[src/rtl/dyn_branch_predictor.sv]
// Direct-mapped BHT/BTB branch predictor with EX-stage training,
// mispredict flush/redirect and saturating branch/mispredict counters.
module dyn_branch_predictor #(
  parameter int XLEN    = 32,
  parameter int ENTRIES = 64,
  parameter int TAG_W   = 8,
  parameter int CTR_W   = 2,
  parameter int CNT_W   = 32
) (
  input  logic             clk,
  input  logic             rst_n,
  input  logic [XLEN-1:0]  pc_if,
  output logic             pred_taken,
  output logic [XLEN-1:0]  pred_target,
  input  logic             ex_valid,
  input  logic             ex_is_branch,
  input  logic             ex_is_jump,
  input  logic [XLEN-1:0]  ex_pc,
  input  logic             ex_taken,
  input  logic [XLEN-1:0]  ex_target,
  input  logic             ex_pred_taken,
  input  logic [XLEN-1:0]  ex_pred_target,
  output logic             flush,
  output logic [XLEN-1:0]  redirect_pc,
  output logic [CNT_W-1:0] branch_cnt,
  output logic [CNT_W-1:0] mispred_cnt
);

  localparam int IDX_W = $clog2(ENTRIES);
  localparam int TOP   = IDX_W + TAG_W + 2;

  localparam logic [CTR_W-1:0] CTR_MAX = '1;
  localparam logic [CTR_W-1:0] CTR_WT  = CTR_W'(1 << (CTR_W - 1));
  localparam logic [CTR_W-1:0] CTR_WNT = CTR_W'((1 << (CTR_W - 1)) - 1);
  localparam logic [CNT_W-1:0] CNT_MAX = '1;

  logic             valid_q [ENTRIES];
  logic [TAG_W-1:0] tag_q   [ENTRIES];
  logic [CTR_W-1:0] ctr_q   [ENTRIES];
  logic [XLEN-1:0]  tgt_q   [ENTRIES];

  logic [CNT_W-1:0] br_cnt_q;
  logic [CNT_W-1:0] br_cnt_d;
  logic [CNT_W-1:0] mis_cnt_q;
  logic [CNT_W-1:0] mis_cnt_d;

  logic [IDX_W-1:0] ridx;
  logic [TAG_W-1:0] rtag;
  logic             rhit;
  logic [XLEN-1:0]  pc_if_p4;

  logic [IDX_W-1:0] widx;
  logic [TAG_W-1:0] wtag;
  logic             whit;
  logic [CTR_W-1:0] wctr;
  logic [XLEN-1:0]  ex_pc_p4;

  logic             res;
  logic             is_jmp;
  logic             mispred;

  logic             we_meta;
  logic             we_tgt;
  logic [CTR_W-1:0] ctr_d;
  logic [TAG_W-1:0] tag_d;
  logic [XLEN-1:0]  tgt_d;

  logic             unused_pc;

  assign unused_pc = ^{pc_if[XLEN-1:TOP], pc_if[1:0],
                       ex_pc[XLEN-1:TOP], ex_pc[1:0]};

  // Fetch-side lookup
  assign ridx     = pc_if[IDX_W+1:2];
  assign rtag     = pc_if[TOP-1:IDX_W+2];
  assign rhit     = valid_q[ridx] && (tag_q[ridx] == rtag);
  assign pc_if_p4 = pc_if + XLEN'(4);

  assign pred_taken  = rhit & ctr_q[ridx][CTR_W-1];
  assign pred_target = pred_taken ? tgt_q[ridx] : pc_if_p4;

  // Execute-side resolution
  assign widx     = ex_pc[IDX_W+1:2];
  assign wtag     = ex_pc[TOP-1:IDX_W+2];
  assign whit     = valid_q[widx] && (tag_q[widx] == wtag);
  assign wctr     = ctr_q[widx];
  assign ex_pc_p4 = ex_pc + XLEN'(4);

  assign res     = ex_valid & (ex_is_branch | ex_is_jump);
  assign is_jmp  = ex_is_jump;
  assign mispred = res & ((ex_taken != ex_pred_taken) |
                   (ex_taken & ex_pred_taken &
                    (ex_target != ex_pred_target)));

  assign flush       = mispred;
  assign redirect_pc = (res & ex_taken) ? ex_target : ex_pc_p4;

  always_comb begin
    we_meta = 1'b0;
    we_tgt  = 1'b0;
    ctr_d   = wctr;
    tag_d   = wtag;
    tgt_d   = ex_target;
    if (res) begin
      unique case (1'b1)
        is_jmp: begin
          we_meta = 1'b1;
          we_tgt  = 1'b1;
          ctr_d   = CTR_MAX;
        end
        !is_jmp && whit: begin
          we_meta = 1'b1;
          we_tgt  = ex_taken;
          if (ex_taken) begin
            ctr_d = (wctr == CTR_MAX) ? wctr : wctr + CTR_W'(1);
          end else begin
            ctr_d = (wctr == '0) ? wctr : wctr - CTR_W'(1);
          end
        end
        !is_jmp && !whit && ex_taken: begin
          we_meta = 1'b1;
          we_tgt  = 1'b1;
          ctr_d   = CTR_WT;
        end
        default: ;
      endcase
    end
  end

  always_comb begin
    br_cnt_d  = br_cnt_q;
    mis_cnt_d = mis_cnt_q;
    if (res && br_cnt_q != CNT_MAX) begin
      br_cnt_d = br_cnt_q + CNT_W'(1);
    end
    if (mispred && mis_cnt_q != CNT_MAX) begin
      mis_cnt_d = mis_cnt_q + CNT_W'(1);
    end
  end

  always_ff @(posedge clk or negedge rst_n) begin
    if (!rst_n) begin
      for (int i = 0; i < ENTRIES; i++) begin
        valid_q[i] <= 1'b0;
        tag_q[i]   <= '0;
        ctr_q[i]   <= CTR_WNT;
      end
      br_cnt_q  <= '0;
      mis_cnt_q <= '0;
    end else begin
      if (we_meta) begin
        valid_q[widx] <= 1'b1;
        tag_q[widx]   <= tag_d;
        ctr_q[widx]   <= ctr_d;
      end
      br_cnt_q  <= br_cnt_d;
      mis_cnt_q <= mis_cnt_d;
    end
  end

  // Targets are only read behind a valid bit, so they need no reset
  always_ff @(posedge clk) begin
    if (we_tgt) begin
      tgt_q[widx] <= tgt_d;
    end
  end

  assign branch_cnt  = br_cnt_q;
  assign mispred_cnt = mis_cnt_q;

endmodule

[config.mk]
export PLATFORM = sky130hd
export DESIGN_NAME = dyn_branch_predictor
export DESIGN_NICKNAME = d
export VERILOG_FILES = /design/src/rtl/dyn_branch_predictor.sv
export SDC_FILE = /design/constraint.sdc
export NUM_CORES = 2
export LEC_CHECK = 0
export ABC_AREA = 1
export CORE_UTILIZATION = 50
export CTS_BUF_LIST = sky130_fd_sc_hd__clkbuf_4 sky130_fd_sc_hd__clkbuf_8 sky130_fd_sc_hd__clkbuf_16
export DETAILED_ROUTE_END_ITERATION = 10
export GPL_ROUTABILITY_DRIVEN = 0
export MAX_ROUTING_LAYER = met4
export PLACE_DENSITY_LB_ADDON = 0.08
export SKIP_CTS_REPAIR_TIMING = 1
export SYNTH_ARGS = -nofsm -noshare
export SYNTH_HDL_FRONTEND = slang
export SYNTH_SLANG_ARGS = --single-unit
[constraint.sdc]
create_clock -name clk -period 4.1 [get_ports clk]
set_input_delay 0.82 -clock clk [delete_from_list [all_inputs] [get_ports clk]]
set_output_delay 0.82 -clock clk [all_outputs]
set_load 0.05 [all_outputs]
==> impl_metrics.toml <==
[timing]
max_freq_ghz = 0.215
hold_viol = 0
fin_ws_ns = -0.560
relSlewSlack_pct = 26.1
tightest_slew_ns = 1.11
rsz0062_at_grt = "yes"
fin_skew_ns = 0.0610
finalSetupViolCount = 33
timing.setup.tns_ns = -16.87
period_share_pct = 114
drv_slew = 0
finalCriticalPeriod_ns = 4.66

[synthesis]
seq_area_frac_synth_pct = 64.8
synth_seq_cells = 2816
ys_types = 50
synthTopCellsByCount = "nand2_1, edfxtp_1, o21ai_0, nor2_1, dfrtp_1"
synth_ff_type = "edfxtp_1"
netlist.top_cell.by_area = "edfxtp_1"
ys_warn_count = 0
netlist_area_um2 = 125000
syn_nets = 12300
netlist_instances = 12100
synth.avg_cell_area_um2 = 10.3
ys_top_cells_by_area = "edfxtp_1, dfrtp_1, o21ai_0, nand2_1, nor2_1"
synth_edf_count = 2048
netlist.area_leader.share_pct = 49.3
async_flop_share_pct = 27.3
yosysMostFrequentCell = "nand2_1"

[global_routing]
met3_usage_pct = 7.61
grt_overflow = 0
use_met2_pct = 56.1
grt.total_usage_pct = 37.6
grt.busiest_layer = "met2"
met1_usage_pct = 48.6
grt_max_degree = 165
grt_pass1_vias = 94100
grt_pass1_wl_um = 665000
antenna_found_initial = 24

[setup_path]
required_ns = 3.28
arrival_ns = 3.84
cp_slowest_cell = "o21ai_0"
cp_cell_sequence = "buf_16 -> buf_4 -> clkbuf_16 -> o21ai_0 -> o21ai_1 -> buf_4 -> nand2_1 -> nand3_1 -> nand3_2 -> nand3_2 -> buf_4 -> nand2_2 -> nand2_2 -> nor2_4 -> nand3_4 -> nor2_4 -> buf_12 -> clkbuf_16 -> nor2_2 -> nor2_2 -> buf_12"
rr_worst_depth = 18
cp_max_fo = 13
worst_setup_path_end_kind = "output pin"
cp_common_cell = "buf_4"
critPathLaunchType = "input pin"
max_stage_delay_ns = 0.36
critPathKind = "in2out"

[clock_network]
cts_sinks = 2816
cts_tree = "done"
cts-root-buf = "clkbuf_16"
clk_pin_slew_ns = 0.06
clk_path_buf_depth = 4
cts_buffers = 318
htreeDepth = 5
worstSkewPairLatency_ns = 0.94

[floorplanning]
die_h_um = 501
fp-row-count = 182
initial_core_util_pct = 50.5
core_um2 = 247000
die_area_um2 = 251000
die_x_um = 501
io_pins = 265

[route]
drtIter0Drc = 14900
drcViolationCount = 0
wirelength_um = 475000
wl_per_cell_um = 28.9
first_pass_iters = 9
antenna_left = 0
viasPerCell = 6.17
vias = 102000

[pwr]
swShare_pct = 25.6
pwr-share-comb_pct = 11.8
seqPwrFrac_pct = 46.9
pwr-share-clk_pct = 41.2
internal_power_mw = 51.0
vdd_drop_max_uv = 439
power_mw = 68.5
power_leakage_nw = 57.8
p_per_area_nw_per_um2 = 450
p_sw_mw = 17.5

[run_status]
outcome = "complete, but fails checks"
violations = "negative setup slack"

[placed_design]
hpwl_um = 302000
dp_slack_ns = -1.26
port_buffers = 264
dp_cells = 15800
placed_area_um2 = 139000

[final_layout]
num-nets-final = 13000
design_area_um2 = 152000
instances_no_fill = 16400
drive_gt1_share_pct = 16.1
nFillCells = 20000
areaGrowthSynthToFinish_pct = 22.0

[run]
cap_violations = 0

[worst_hold_path]
min_path_type = "in2async"
[cells in the final DEF, fill, tap and decap left out, types with 201 or more instances in the layout]
| master | instances |
|---|---|
| o22ai_1 | 346 |
| buf_4 | 707 |
| nor2_1 | 1271 |
| o21ai_1 | 440 |
| nand2_1 | 2240 |
| clkbuf_16 | 355 |
| buf_12 | 321 |
| a21oi_1 | 341 |
| o221ai_1 | 201 |
| o21ai_0 | 1666 |
| inv_1 | 593 |
| nand3_1 | 448 |
| dfrtp_1 | 702 |
| edfxtp_1 | 2048 |
[metrics by stage]
stage | hold WS, ns | utilization, %
global placement | 0.447 | 56.3
floorplan | 0.430 | -
CTS | -0.0471 | 60.5
finish | 0.443 | 61.6
global route | 0.387 | 61.6
detailed placement | 0.450 | 56.3
[cells by family (layout without fill, tap and decap cells)]
family	Yosys count	in the layout	synth area share, %
AO/OA/AOI/OAI	3263	3263	14.6
XOR/XNOR	132	132	0.927
adder cells (fa/ha/maj)	5	5	0.0502
buffers and inverters	1540	2512	5.39
flip-flops	2816	2816	64.8
other	0	15	0
AND/OR/NAND/NOR	4391	4391	14.3
[flip-flops by register name (all words and copies together) (netlist names)]
| name | cells |
|---|---|
| valid_q | 64 |
| tag_q | 512 |
| mispred_cnt | 32 |
| ctr_q | 128 |
| tgt_q | 2048 |
| branch_cnt | 32 |
[power groups by stage]
stage	combinational [mW]	clock [mW]	sequential [mW]
floorplan	3.44	0	32.7
CTS	7.63	28.4	32.1
detailed placement	7.60	0	32.7
global route	8.58	29.4	32.2
finish	8.11	28.2	32.1
global placement	7.50	0	32.6
[worst paths after layout]
check / to / start / slack (ns)
max: pred_target[0] / pc_if[2] / -0.56
min: tag_q[180] / rst_n / 0.44
max reg2reg: tag_q[58] / tag_q[348] / 0.51
min reg2reg: valid_q[9] / valid_q[9] / 0.47
max in group asynchronous: ctr_q[64] / rst_n / 2.44
min in group clk: tgt_q[15][4] / ex_target[4] / 0.45
[worst max-delay path: cells and delay by family]
kind | cells | cell delay (ns)
AO/OA/AOI/OAI | 2 | 0.48
AND/OR/NAND/NOR | 11 | 1.21
buffers and inverters | 8 | 1.28
[metal layers]
layer / wire length, µm / vias to the layer above
li1: - / 44000
met1: 181000 / 50000
met2: 214000 / 6329
met3: 51000 / 1198
met4: 28900 / 0
met5: 0 / -
[cell type report]
type	instances	area [µm²]	area share, %
repair inverters	1	11.3	0.00740
clock buffers	421	8910	5.86
multi-input cells	7791	38800	25.5
repair buffers	1322	15600	10.3
flip-flops and latches	2816	80800	53.1
clock inverters	129	1320	0.864
well taps	3312	4140	2.72
diodes	15	37.5	0.0247
inverters	639	2470	1.63
Power figures use the tool's default switching activity.
